### config.mk
export PLATFORM = sky130hd
export DESIGN_NAME = sar_busqueda
export DESIGN_NICKNAME = d
export VERILOG_FILES = /design/src/rtl/sar_busqueda.sv
export SDC_FILE = /design/constraint.sdc
export NUM_CORES = 1
export LEC_CHECK = 0
export CAP_MARGIN = 20
export CORE_ASPECT_RATIO = 1.2
export CORE_UTILIZATION = 35
export CTS_CLUSTER_SIZE = 16
export DETAILED_ROUTE_END_ITERATION = 10
export GPL_ROUTABILITY_DRIVEN = 0
export GPL_TIMING_DRIVEN = 0
export HOLD_SLACK_MARGIN = 0.06
export PLACE_DENSITY = 0.59
export SETUP_SLACK_MARGIN = 0.15
export SYNTH_ARGS = -nofsm -noshare
export SYNTH_HDL_FRONTEND = slang
export SYNTH_SLANG_ARGS = --single-unit
### constraint.sdc
create_clock -name clk -period 2.95 [get_ports clk]
set_clock_uncertainty 0.2 [all_clocks]
set_input_delay 0.59 -clock clk [delete_from_list [all_inputs] [get_ports clk]]
set_output_delay 0.59 -clock clk [all_outputs]
set_load 0.01 [all_outputs]
### src/rtl/sar_busqueda.sv


// sar_busqueda: binary-searches the comparator's A by driving trial values
// on B, MSB first; one trial bit is decided per PRUEBA cycle.
module sar_busqueda #(
  parameter int WIDTH = 4
) (
  input  logic             clk,
  input  logic             reset,
  input  logic             start,
  input  logic             menor,
  input  logic             igual,
  input  logic             mayor,
  output logic [WIDTH-1:0] B,
  output logic             busy,
  output logic             done,
  output logic [WIDTH-1:0] resultado
);
  localparam int IDXW = (WIDTH > 1) ? $clog2(WIDTH) : 1;

  typedef enum logic [1:0] {IDLE, PRUEBA, FIN} state_t;

  state_t           r_state, w_state_nxt;
  logic [WIDTH-1:0] r_b, w_b_nxt;
  logic [WIDTH-1:0] r_res, w_res_nxt;
  logic [IDXW-1:0]  r_idx, w_idx_nxt;
  logic [WIDTH-1:0] w_trial;
  logic [IDXW-1:0]  w_idx_dec;

  // mayor carries no information beyond "not menor and not igual": keeping
  // the bit is the default, so it is intentionally unused.
  logic w_unused;
  assign w_unused = mayor;

  // State and datapath registers; reset abandons any search in flight.
  always_ff @(posedge clk) begin
    if (reset) begin
      r_state <= IDLE;
      r_b     <= '0;
      r_res   <= '0;
      r_idx   <= '0;
    end else begin
      r_state <= w_state_nxt;
      r_b     <= w_b_nxt;
      r_res   <= w_res_nxt;
      r_idx   <= w_idx_nxt;
    end
  end

  // Next-state and trial update; flag priority is igual > menor > keep.
  always_comb begin
    w_state_nxt = r_state;
    w_b_nxt     = r_b;
    w_res_nxt   = r_res;
    w_idx_nxt   = r_idx;
    w_idx_dec   = r_idx - 1'b1;
    w_trial     = r_b;
    unique case (r_state)
      IDLE: begin
        if (start) begin
          w_b_nxt              = '0;
          w_b_nxt[WIDTH-1]     = 1'b1;
          w_idx_nxt            = IDXW'(WIDTH - 1);
          w_state_nxt          = PRUEBA;
        end
      end
      PRUEBA: begin
        if (igual) begin
          w_res_nxt   = r_b;
          w_state_nxt = FIN;
        end else begin
          if (menor) w_trial[r_idx] = 1'b0;
          if (r_idx == '0) begin
            w_b_nxt     = w_trial;
            w_res_nxt   = w_trial;
            w_state_nxt = FIN;
          end else begin
            w_trial[w_idx_dec] = 1'b1;
            w_b_nxt            = w_trial;
            w_idx_nxt          = w_idx_dec;
          end
        end
      end
      FIN: w_state_nxt = IDLE;
      default: w_state_nxt = IDLE;
    endcase
  end

  assign B         = r_b;
  assign resultado = r_res;
  assign busy      = (r_state == PRUEBA);
  assign done      = (r_state == FIN);
endmodule

* Yosys cells after proc, flatten, opt, wreduce, memory -nomap -nowiden
Index checks and enable logic that the tools add are counted.
** Storage, ports and cells
- Bits in latches :: 0
- Memories kept :: 0
- Output and inout port bits :: 10
- Word-level logic and storage cells :: 49
- Flip-flop bits (word level) :: 12
- Bits in read-only memories :: 0
- Bits of input ports :: 6
- Memory bits (writable) :: 0
** Cells by class
- Shift operators :: 0
- Reductions and logical operators :: 10
- Bitwise operators :: 3
- $lt $le $gt $ge :: 4
- Div/mod/pow operators :: 0
- Equality and inequality tests :: 6
- $add $sub $neg :: 1
- Multiply operators :: 0
- Multiplexer cells :: 21
** Operators by type and width (count)
- $mux 4 :: 8
- $mux 2 :: 6
- $pmux 2 s2 :: 2
- $pmux 4 s2 :: 1
- $lt 2x3->1 const B :: 2
- $ne 2x2->1 const B :: 3
- $and 4x4->4 :: 1
- $demux 1 s2 :: 2
- $ge 2x1->1 const B :: 2
- $logic_not 2->1 :: 2
- $not 4->4 :: 1
- $or 4x4->4 :: 1
- $reduce_and 2->1 :: 2
- $reduce_and 4->1 :: 1
- $reduce_bool 2->1 :: 2
- $ne 3x2->1 const B :: 1
- $reduce_and 3->1 :: 1
- $eq 2x1->1 const B :: 1
- $eq 2x2->1 const B :: 1
- $logic_and 1x1->1 :: 2
- $mux 1 :: 2
- $sub 2x1->2 const B :: 1

* Logic depth before layout (Yosys ltp)
Gate-level depths: netlist of the first run.
- Depth after elaboration :: 13
- Depth in mapped cells :: 6
- Depth with buffers taken out :: 6

* Worst setup path before layout of the first run
No wires, ideal clock.
- Path type :: register -> register
- Start :: register r_idx[0]
- End :: register r_idx[1]
- Setup time :: 91 ps
- Data arrival time :: 1527 ps
- Setup slack :: 1132 ps
- Cell stages (with the launch flop) :: 7
- Path buffers :: 0
- Clock period less this slack :: 1818 ps
- Data required time :: 2659 ps
- Path through :: dfxtp_1 -> inv_1 -> ha_1 -> or3b_1 -> a21oi_2 -> nor2_1 -> a311oi_1
** Between the ends
- Word-level cells in the longest chain between the ends :: 4
- Elaborated cells between the ends (all ways) :: 7
- Classes of those cells :: add/sub: 1; eq/ne: 1; mux: 3; reduce/logical: 2
** RTL lines
- start: declaration :: RTL line 26 : logic [IDXW-1:0] r_idx, w_idx_nxt;
- start signal: assignment :: RTL line 46 : r_idx <= w_idx_nxt;
- $sub 2x1->2 :: RTL line 56 : w_idx_dec = r_idx - 1'b1;
- $mux 2 :: RTL line 73 : if (r_idx == '0) begin
- $mux 2 :: RTL line 68 : if (igual) begin
- $pmux 2 s2 :: RTL line 58 : unique case (r_state)
Several ways; a longest one is shown, not always the timed one. The select of a mux whose other input is x is not followed.
A chain may end at the register's enable or synchronous reset.

* Final worst setup path of the first run
- Start :: register r_state[1]
- End :: output done
** Between the ends
- Word-level cells in the longest chain between the ends :: 1
** RTL lines
- start: declaration :: RTL line 23 : state_t r_state, w_state_nxt;
- start signal: assignment :: RTL line 43 : r_state <= w_state_nxt;
- $eq 2x2->1 :: RTL line 92 : assign done = (r_state == FIN);
- end: declaration :: RTL line 16 : output logic done,
No other way between the ends.

==> flow_summary.html, run 1 <==
<table>
<tr><th>Metric</th><th>Value</th></tr>
<tr><th colspan="2">Setup path</th></tr>
<tr><td>CP max FO</td><td>10</td></tr>
<tr><td>Endpoint type of the worst setup path</td><td>primary output</td></tr>
<tr><td>Minimum setup slack among reg-to-reg paths</td><td>0.90 ns</td></tr>
<tr><td>Data arrival, critical path</td><td>1.67 ns</td></tr>
<tr><td>Startpoint Class</td><td>register</td></tr>
<tr><td>Worst setup path category</td><td>reg -&gt; out</td></tr>
<tr><td>Required time of the critical path</td><td>2.16 ns</td></tr>
<tr><th colspan="2">Die</th></tr>
<tr><td>Initial core utilization</td><td>38.2%</td></tr>
<tr><td>Die area</td><td>0.00199 mm²</td></tr>
<tr><td>Die Span Y</td><td>48.6 µm</td></tr>
<tr><td>Number of top-level pins</td><td>16</td></tr>
<tr><td>Floorplan die width</td><td>40.9 µm</td></tr>
<tr><td>Core Region</td><td>0.00166 mm²</td></tr>
<tr><td>FP Rows</td><td>16</td></tr>
<tr><th colspan="2">Clock tree</th></tr>
<tr><td>Clock tree root buffer cell</td><td>clkbuf_4</td></tr>
<tr><td>Maximum count of clock buffers along a single path</td><td>2</td></tr>
<tr><td>Maximum level of the CTS H-tree</td><td>1</td></tr>
<tr><td>Reg clk slew, reported paths</td><td>0.08 ns</td></tr>
<tr><td>Clock tree sinks</td><td>12</td></tr>
<tr><td>Post-cts resize count</td><td>0</td></tr>
<tr><td>Number of clock buffers inserted by TritonCTS</td><td>3</td></tr>
<tr><td>TritonCTS clock tree</td><td>yes</td></tr>
<tr><td>Count of hold-fix buffers inserted at cts</td><td>0</td></tr>
<tr><td>Later-pin clock latency in the skew report</td><td>0.28 ns</td></tr>
<tr><td>Number of setup buffers added after CTS</td><td>0</td></tr>
<tr><th colspan="2">Power</th></tr>
<tr><td>Worst vdd ir</td><td>287 µV</td></tr>
<tr><td>Fraction of power consumed by combinational cells</td><td>19.0%</td></tr>
<tr><td>Areal power density over the cells</td><td>472 mW/mm²</td></tr>
<tr><td>Total chip power</td><td>0.388 mW</td></tr>
<tr><td>Internal</td><td>0.278 mW</td></tr>
<tr><td>Switching power of the nets</td><td>0.110 mW</td></tr>
<tr><td>Clock network power share</td><td>35.3%</td></tr>
<tr><td>Switching part of the total</td><td>28.4%</td></tr>
<tr><td>Static leakage power</td><td>0.297 nW</td></tr>
<tr><td>Register share of total power</td><td>45.7%</td></tr>
<tr><th colspan="2">Synthesis</th></tr>
<tr><td>Complex-gate fraction of the synthesized area</td><td>20.9%</td></tr>
<tr><td>Synth Area in Adders</td><td>7.89%</td></tr>
<tr><td>Simple-gate area share of the yosys netlist</td><td>27.4%</td></tr>
<tr><td>Unique masters post-synth</td><td>26</td></tr>
<tr><td>Area leader, netlist</td><td>dfxtp_1</td></tr>
<tr><td>Number of warnings issued by yosys</td><td>0</td></tr>
<tr><td>Mean instance size in the synthesized netlist</td><td>8.35 µm²</td></tr>
<tr><td>Synth top area cells</td><td>dfxtp_1 38%, ha_1 7.9%, a21oi_1 5.5%, nand2_1 4.1%, nor2b_1 3.9%</td></tr>
<tr><td>Post-synthesis cell count</td><td>76</td></tr>
<tr><td>Main combinational cell family by area after synthesis</td><td>simple AND/OR/NAND/NOR gates</td></tr>
<tr><td>Fraction of synthesized cell area in xor and xnor cells</td><td>0%</td></tr>
<tr><td>Number of nets in the synthesized netlist</td><td>86</td></tr>
<tr><td>Fraction of synthesized cell area taken by the top area cell type</td><td>37.9%</td></tr>
<tr><td>FF+latch count, synth</td><td>12</td></tr>
<tr><td>Sequential share of the synthesized area</td><td>37.9%</td></tr>
<tr><td>Synthesized cell area</td><td>634 µm²</td></tr>
<tr><td>Multiplexer area fraction after synthesis</td><td>0%</td></tr>
<tr><th colspan="2">Outcome</th></tr>
<tr><td>Outcome</td><td>finished, final reports clean</td></tr>
<tr><th colspan="2">Timing</th></tr>
<tr><td>Final period util</td><td>83.4%</td></tr>
<tr><td># setup viols final</td><td>0</td></tr>
<tr><td>Summed negative setup slack over all endpoints</td><td>0 ns</td></tr>
<tr><td>Final number of max-transition violations</td><td>0</td></tr>
<tr><td>Final Hold Viols</td><td>0</td></tr>
<tr><td>Slew at the pin with the worst max-slew slack</td><td>0.564 ns</td></tr>
<tr><td>Max-Slew Margin vs Limit</td><td>62.0%</td></tr>
<tr><td>Final worst path period need</td><td>2.46 ns</td></tr>
<tr><td>Maximum frequency from static timing analysis</td><td>0.406 GHz</td></tr>
<tr><td>Unrepaired setup endpoints after global routing</td><td>false</td></tr>
<tr><th colspan="2">GRT</th></tr>
<tr><td>Number of global-route vias before repair</td><td>514</td></tr>
<tr><td>Wire length of the first global-routing pass</td><td>2.21 mm</td></tr>
<tr><td>Grt ovf</td><td>0</td></tr>
<tr><td>Total global-route track usage</td><td>15.7%</td></tr>
<tr><td>Initial antenna violation count</td><td>0</td></tr>
<tr><td>Maximum number of pins on one net before global-route repair</td><td>11</td></tr>
<tr><th colspan="2">Drt</th></tr>
<tr><td>1st-pass router iterations</td><td>4</td></tr>
<tr><td>Via density</td><td>5.46</td></tr>
<tr><td>Iteration-0 DRC count of the detailed router</td><td>12</td></tr>
<tr><td>Routed met2 length</td><td>677 µm</td></tr>
<tr><td>Routed WL per cell</td><td>12.9 µm</td></tr>
<tr><td>Routed via count</td><td>606</td></tr>
<tr><td>Count of antenna-violating nets left after detailed routing</td><td>0</td></tr>
<tr><td>Remaining DRCs</td><td>0</td></tr>
<tr><td>Wire length after detailed routing</td><td>1.43 mm</td></tr>
<tr><td>Routed met1 length</td><td>664 µm</td></tr>
<tr><td>Top layer in use</td><td>met4</td></tr>
<tr><td>Met3 wirelength from detailed routing</td><td>51 µm</td></tr>
<tr><th colspan="2">Finish</th></tr>
<tr><td>Final design area excluding fillers</td><td>823 µm²</td></tr>
<tr><td>Most used cells in the layout excluding fill and tap cells</td><td>13 x clkdlybuf4s50_1, 12 x dfxtp_1, 7 x nand2_1, 7 x a21oi_1, 6 x nor2_1</td></tr>
<tr><td>Layout cell share with drive strength beyond 1</td><td>7.53%</td></tr>
<tr><td>Final net count</td><td>104</td></tr>
<tr><td>Final core occ</td><td>49.5%</td></tr>
<tr><td>Cell Count, Final, Fillers Out</td><td>111</td></tr>
<tr><td>Antenna cells</td><td>0</td></tr>
<tr><td>Leading cell type in the layout, fill and taps excluded</td><td>clkdlybuf4s50_1</td></tr>
<tr><td>Number of filler instances in the final layout</td><td>160</td></tr>
<tr><td>Signed area change from the synthesized netlist to the final layout</td><td>29.8%</td></tr>
<tr><th colspan="2">Placed design</th></tr>
<tr><td>Cells after DPL</td><td>107</td></tr>
<tr><td>Number of buffer cells added on primary ports</td><td>13</td></tr>
<tr><td>Post-placement cell area</td><td>787 µm²</td></tr>
<tr><td>DPL Wire Length</td><td>1.04 mm</td></tr>
<tr><th colspan="2">Min path</th></tr>
<tr><td>Class of the tightest hold or removal check</td><td>reg -&gt; reg</td></tr>
<tr><th colspan="2">Job</th></tr>
<tr><td>Max-capacitance violation count</td><td>0</td></tr>
</table>
-- path summary, 6_finish.rpt --
check,startpoint,endpoint,cells past startpoint
hold / removal,resultado[3],resultado[3],2
setup / recovery,r_state[1],done,3
hold reg to reg,resultado[3],resultado[3],2
setup reg to reg,r_idx[0],r_idx[1],6
-- cell type report --
class	count	area, µm²	share of cell area, %
Timing Repair Buffer	13	130	15.8
Buffer	4	26.3	3.19
Inverter	3	11.3	1.37
Sequential cell	12	240	29.2
Multi-Input combinational cell	57	357	43.3
Tap cell	18	22.5	2.74
Clock buffer	4	36.3	4.41
-- per-stage QoR --
stage / setup slack (ns) / hold WS [ns]
after floorplan: 1.13 / 0.276
after global placement: 0.806 / 0.239
after detailed placement: 0.779 / 0.247
after CTS: 0.467 / 0.259
after global routing: 0.375 / 0.270
final: 0.489 / 0.253
-- registers in the layout, summed over array words and instances (netlist names) --
name,count
B,4
r_state,2
r_idx,2
resultado,4
-- synthesized netlist by cell type --
cell	count
ha_1	4
or4_1	2
inv_1	3
a311oi_1	1
nand2b_1	3
nor2b_1	4
or3b_1	1
clkbuf_1	2
o21bai_1	2
a211oi_1	1
buf_6	1
a21oi_2	1
a221oi_1	1
nor4b_1	2
buf_4	1
o211ai_1	1
nor3_1	2
a21o_1	1
a21oi_1	7
nand3b_1	2
nand3_1	3
dfxtp_1	12
a2111oi_0	1
nor2_1	6
nand2_1	7
o21ai_0	5
-- power by group through the flow --
stage / clock, mW / combinational [mW] / sequential, mW
final: 0.137 / 0.0737 / 0.178
after detailed placement: 0 / 0.0731 / 0.181
after CTS: 0.138 / 0.0735 / 0.178
after global placement: 0 / 0.0723 / 0.181
after global routing: 0.146 / 0.0810 / 0.179
after floorplan: 0 / 0.0470 / 0.181
-- logic make-up after synthesis --
group | after synthesis
DFF | 12
AOI/OAI and AO/OA | 21
buffers and inverters | 7
and+or+nand+nor | 32
adders and majority gates | 4
-- critical path, stage by stage, from the launching register on --
cell and delay (ns):
dfxtp_1 0.33, clkbuf_1 0.34, nor2b_1 0.18, clkdlybuf4s50_1 0.53
-- metal layers --
metal | vias to the layer above | track usage [%]
li1 | 304 | -
met1 | 279 | 21.2
met2 | 18 | 21.9
met3 | 5 | 2.75
met4 | 0 | 10.0
met5 | - | 0
No activity file was read; power rests on OpenSTA's default activity.
==> inputs of run 2 (changes only) <==
==> constraint.sdc (replaced) <==
create_clock -name clk -period 2.45 [get_ports clk]
set_clock_uncertainty 0.2 [all_clocks]
set_input_delay 0.49 -clock clk [delete_from_list [all_inputs] [get_ports clk]]
set_output_delay 0.49 -clock clk [all_outputs]
set_load 0.01 [all_outputs]
==> run 2 against run 1 <==
Flip-flop and latch count is the same. Global-route usage is the same. Worst hold slack is essentially flat. Clock power grew 21%. Setup slack lost 0.24 ns. Non-clock buffer count is the same. First-iteration DRC count shrank 8.3%. Wire length shrank 1.5%. Die area is the same. Critical path type unchanged. Critical endpoint is now busy. Highest routed layer unchanged.
==> flow_summary.html, run 2 (synthesized netlist as in run 1, its figures left out) <==
<table>
<tr><th>Metric</th><th>Value</th></tr>
<tr><th colspan="2">Timing</th></tr>
<tr><td>Final number of max-transition violations</td><td>0</td></tr>
<tr><td>Unrepaired setup endpoints after global routing</td><td>false</td></tr>
<tr><td>Final Hold Viols</td><td>0</td></tr>
<tr><td>Final worst path period need</td><td>2.20 ns</td></tr>
<tr><td>Final period util</td><td>89.7%</td></tr>
<tr><td>Maximum frequency from static timing analysis</td><td>0.455 GHz</td></tr>
<tr><td>Max-Slew Margin vs Limit</td><td>62.3%</td></tr>
<tr><td># setup viols final</td><td>0</td></tr>
<tr><td>Summed negative setup slack over all endpoints</td><td>0 ns</td></tr>
<tr><td>Slew at the pin with the worst max-slew slack</td><td>0.560 ns</td></tr>
<tr><th colspan="2">Finish</th></tr>
<tr><td>Final net count</td><td>104</td></tr>
<tr><td>Number of filler instances in the final layout</td><td>160</td></tr>
<tr><td>Area occupied by multi-input gates</td><td>357 µm²</td></tr>
<tr><td>Signed area change from the synthesized netlist to the final layout</td><td>30.0%</td></tr>
<tr><td>Layout cell share with drive strength beyond 1</td><td>8.60%</td></tr>
<tr><td>Footprint of the flip-flops and latches</td><td>240 µm²</td></tr>
<tr><td>Final core occ</td><td>49.6%</td></tr>
<tr><td>Most used cells in the layout excluding fill and tap cells</td><td>13 x clkdlybuf4s50_1, 12 x dfxtp_1, 7 x nand2_1, 7 x a21oi_1, 6 x nor2_1</td></tr>
<tr><td>Antenna cells</td><td>0</td></tr>
<tr><td>Leading cell type in the layout, fill and taps excluded</td><td>clkdlybuf4s50_1</td></tr>
<tr><th colspan="2">Clock tree</th></tr>
<tr><td>Maximum level of the CTS H-tree</td><td>1</td></tr>
<tr><td>Reg clk slew, reported paths</td><td>0.08 ns</td></tr>
<tr><td>Later-pin clock latency in the skew report</td><td>0.28 ns</td></tr>
<tr><td>Clock tree sinks</td><td>12</td></tr>
<tr><td>Number of clock buffers inserted by TritonCTS</td><td>3</td></tr>
<tr><td>Maximum count of clock buffers along a single path</td><td>2</td></tr>
<tr><td>Clock tree root buffer cell</td><td>clkbuf_4</td></tr>
<tr><td>TritonCTS clock tree</td><td>yes</td></tr>
<tr><td>Number of setup buffers added after CTS</td><td>0</td></tr>
<tr><td>Count of hold-fix buffers inserted at cts</td><td>0</td></tr>
<tr><th colspan="2">Min path</th></tr>
<tr><td>Worst Hold Launch</td><td>resultado[3]</td></tr>
<tr><td>Instance count along the most critical hold path</td><td>2</td></tr>
<tr><td>Worst hold endpoint</td><td>resultado[3]</td></tr>
<tr><td>Class of the tightest hold or removal check</td><td>reg -&gt; reg</td></tr>
<tr><th colspan="2">Die</th></tr>
<tr><td>Initial core utilization</td><td>38.2%</td></tr>
<tr><td>Die area</td><td>0.00199 mm²</td></tr>
<tr><td>Core Region</td><td>0.00166 mm²</td></tr>
<tr><td>FP Rows</td><td>16</td></tr>
<tr><td>Number of top-level pins</td><td>16</td></tr>
<tr><td>Floorplan die width</td><td>40.9 µm</td></tr>
<tr><td>Die Span Y</td><td>48.6 µm</td></tr>
<tr><th colspan="2">Power</th></tr>
<tr><td>Fraction of power consumed by combinational cells</td><td>18.9%</td></tr>
<tr><td>Switching part of the total</td><td>28.5%</td></tr>
<tr><td>Static leakage power</td><td>0.301 nW</td></tr>
<tr><td>Register share of total power</td><td>45.7%</td></tr>
<tr><td>Clock network power share</td><td>35.4%</td></tr>
<tr><td>Internal</td><td>0.335 mW</td></tr>
<tr><td>Worst vdd ir</td><td>347 µV</td></tr>
<tr><td>Switching power of the nets</td><td>0.133 mW</td></tr>
<tr><td>Areal power density over the cells</td><td>568 mW/mm²</td></tr>
<tr><th colspan="2">Setup path</th></tr>
<tr><td>CP max FO</td><td>10</td></tr>
<tr><td>Worst setup path category</td><td>reg -&gt; out</td></tr>
<tr><td>Critical register-to-register path startpoint</td><td>r_idx[0]</td></tr>
<tr><td>Data arrival, critical path</td><td>1.51 ns</td></tr>
<tr><td>Worst r2r path cells</td><td>6</td></tr>
<tr><td>Endpoint type of the worst setup path</td><td>primary output</td></tr>
<tr><td>Startpoint Class</td><td>register</td></tr>
<tr><td>Minimum setup slack among reg-to-reg paths</td><td>0.41 ns</td></tr>
<tr><td>Endpoint of the most critical register-to-register path</td><td>r_idx[1]</td></tr>
<tr><td>Required time of the critical path</td><td>1.76 ns</td></tr>
<tr><th colspan="2">GRT</th></tr>
<tr><td>Maximum number of pins on one net before global-route repair</td><td>11</td></tr>
<tr><td>Wire length of the first global-routing pass</td><td>2.21 mm</td></tr>
<tr><td>Grt ovf</td><td>0</td></tr>
<tr><td>Initial antenna violation count</td><td>0</td></tr>
<tr><td>Total global-route track usage</td><td>15.7%</td></tr>
<tr><td>Number of global-route vias before repair</td><td>512</td></tr>
<tr><th colspan="2">Drt</th></tr>
<tr><td>Remaining DRCs</td><td>0</td></tr>
<tr><td>Iteration-0 DRC count of the detailed router</td><td>11</td></tr>
<tr><td>Via density</td><td>5.41</td></tr>
<tr><td>Routed via count</td><td>601</td></tr>
<tr><td>Count of antenna-violating nets left after detailed routing</td><td>0</td></tr>
<tr><td>Wire length after detailed routing</td><td>1.41 mm</td></tr>
<tr><td>1st-pass router iterations</td><td>4</td></tr>
<tr><td>Routed WL per cell</td><td>12.7 µm</td></tr>
<tr><th colspan="2">Job</th></tr>
<tr><td>Max-capacitance violation count</td><td>0</td></tr>
<tr><th colspan="2">Outcome</th></tr>
<tr><td>Outcome</td><td>finished, final reports clean</td></tr>
<tr><th colspan="2">Placed design</th></tr>
<tr><td>DPL Wire Length</td><td>1.04 mm</td></tr>
<tr><td>Number of buffer cells added on primary ports</td><td>13</td></tr>
</table>
-- run 2: cell count changes in the layout (fill, tap and decap cells not counted), sizes merged --
cell	previous run	this run
buf	2	3
clkbuf	6	5
-- run 2: final cells by class --
cell class              count  share of cell area (%)
plain buffers               4                    3.34
clock buffers               4                    4.40
inverters                   3                    1.37
multi-input cells          57                    43.2
flip-flops and latches     12                    29.1
well taps                  18                    2.73
repair buffers             13                    15.8
-- run 2: timing repair --
item,CTS,global route
resized for setup,1,1
gates cloned,0,0
endpoints found under the setup margin,1,1
endpoints found under the hold margin,0,0
-- run 2: per-stage QoR --
step                cells  hold WS, ns  setup slack, ns  power, mW  cell area, µm²
finish                111        0.253            0.251      0.468             825
global route          111        0.270            0.164      0.489             825
CTS                   111        0.259            0.220      0.469             825
detailed placement    107        0.247            0.379      0.306             787
global placement      107        0.239            0.406      0.305             787
floorplan              76        0.276            0.632      0.274             634
-- run 2: how the worst max path moves through the flow --
| stage | start | slack, ns | endpoint | cells after the start |
|---|---|---|---|---|
| 6_report | r_state[0] | 0.25 | busy | 4 |
| 5_1_grt | r_state[1] | 0.16 | done | 3 |
| 4_1_cts | r_state[1] | 0.22 | done | 3 |
| 3_5_place_dp | r_state[1] | 0.38 | done | 3 |
| 3_3_place_gp | r_state[1] | 0.41 | done | 3 |
| 2_1_floorplan | r_idx[0] | 0.63 | r_idx[1] | 6 |
-- run 2: per-layer routing --
metal	track usage (%)	vias up	routed length, µm
met5	0	-	0
met4	10.0	0	37
met3	2.75	5	56
met2	21.1	19	647
met1	22.1	272	667
li1	-	305	-
-- run 2: power groups by stage --
stage | combinational, mW | clock [mW] | sequential (mW)
floorplan | 0.0566 | 0 | 0.218
global placement | 0.0870 | 0 | 0.218
detailed placement | 0.0880 | 0 | 0.218
CTS | 0.0887 | 0.166 | 0.214
global route | 0.0979 | 0.176 | 0.215
finish | 0.0887 | 0.166 | 0.214
-- run 2: worst max-delay path, stage by stage, from the launching register on --
cell,delay (ns)
dfxtp_1,0.31
buf_4,0.15
nand2b_1,0.14
inv_1,0.09
clkdlybuf4s50_1,0.53
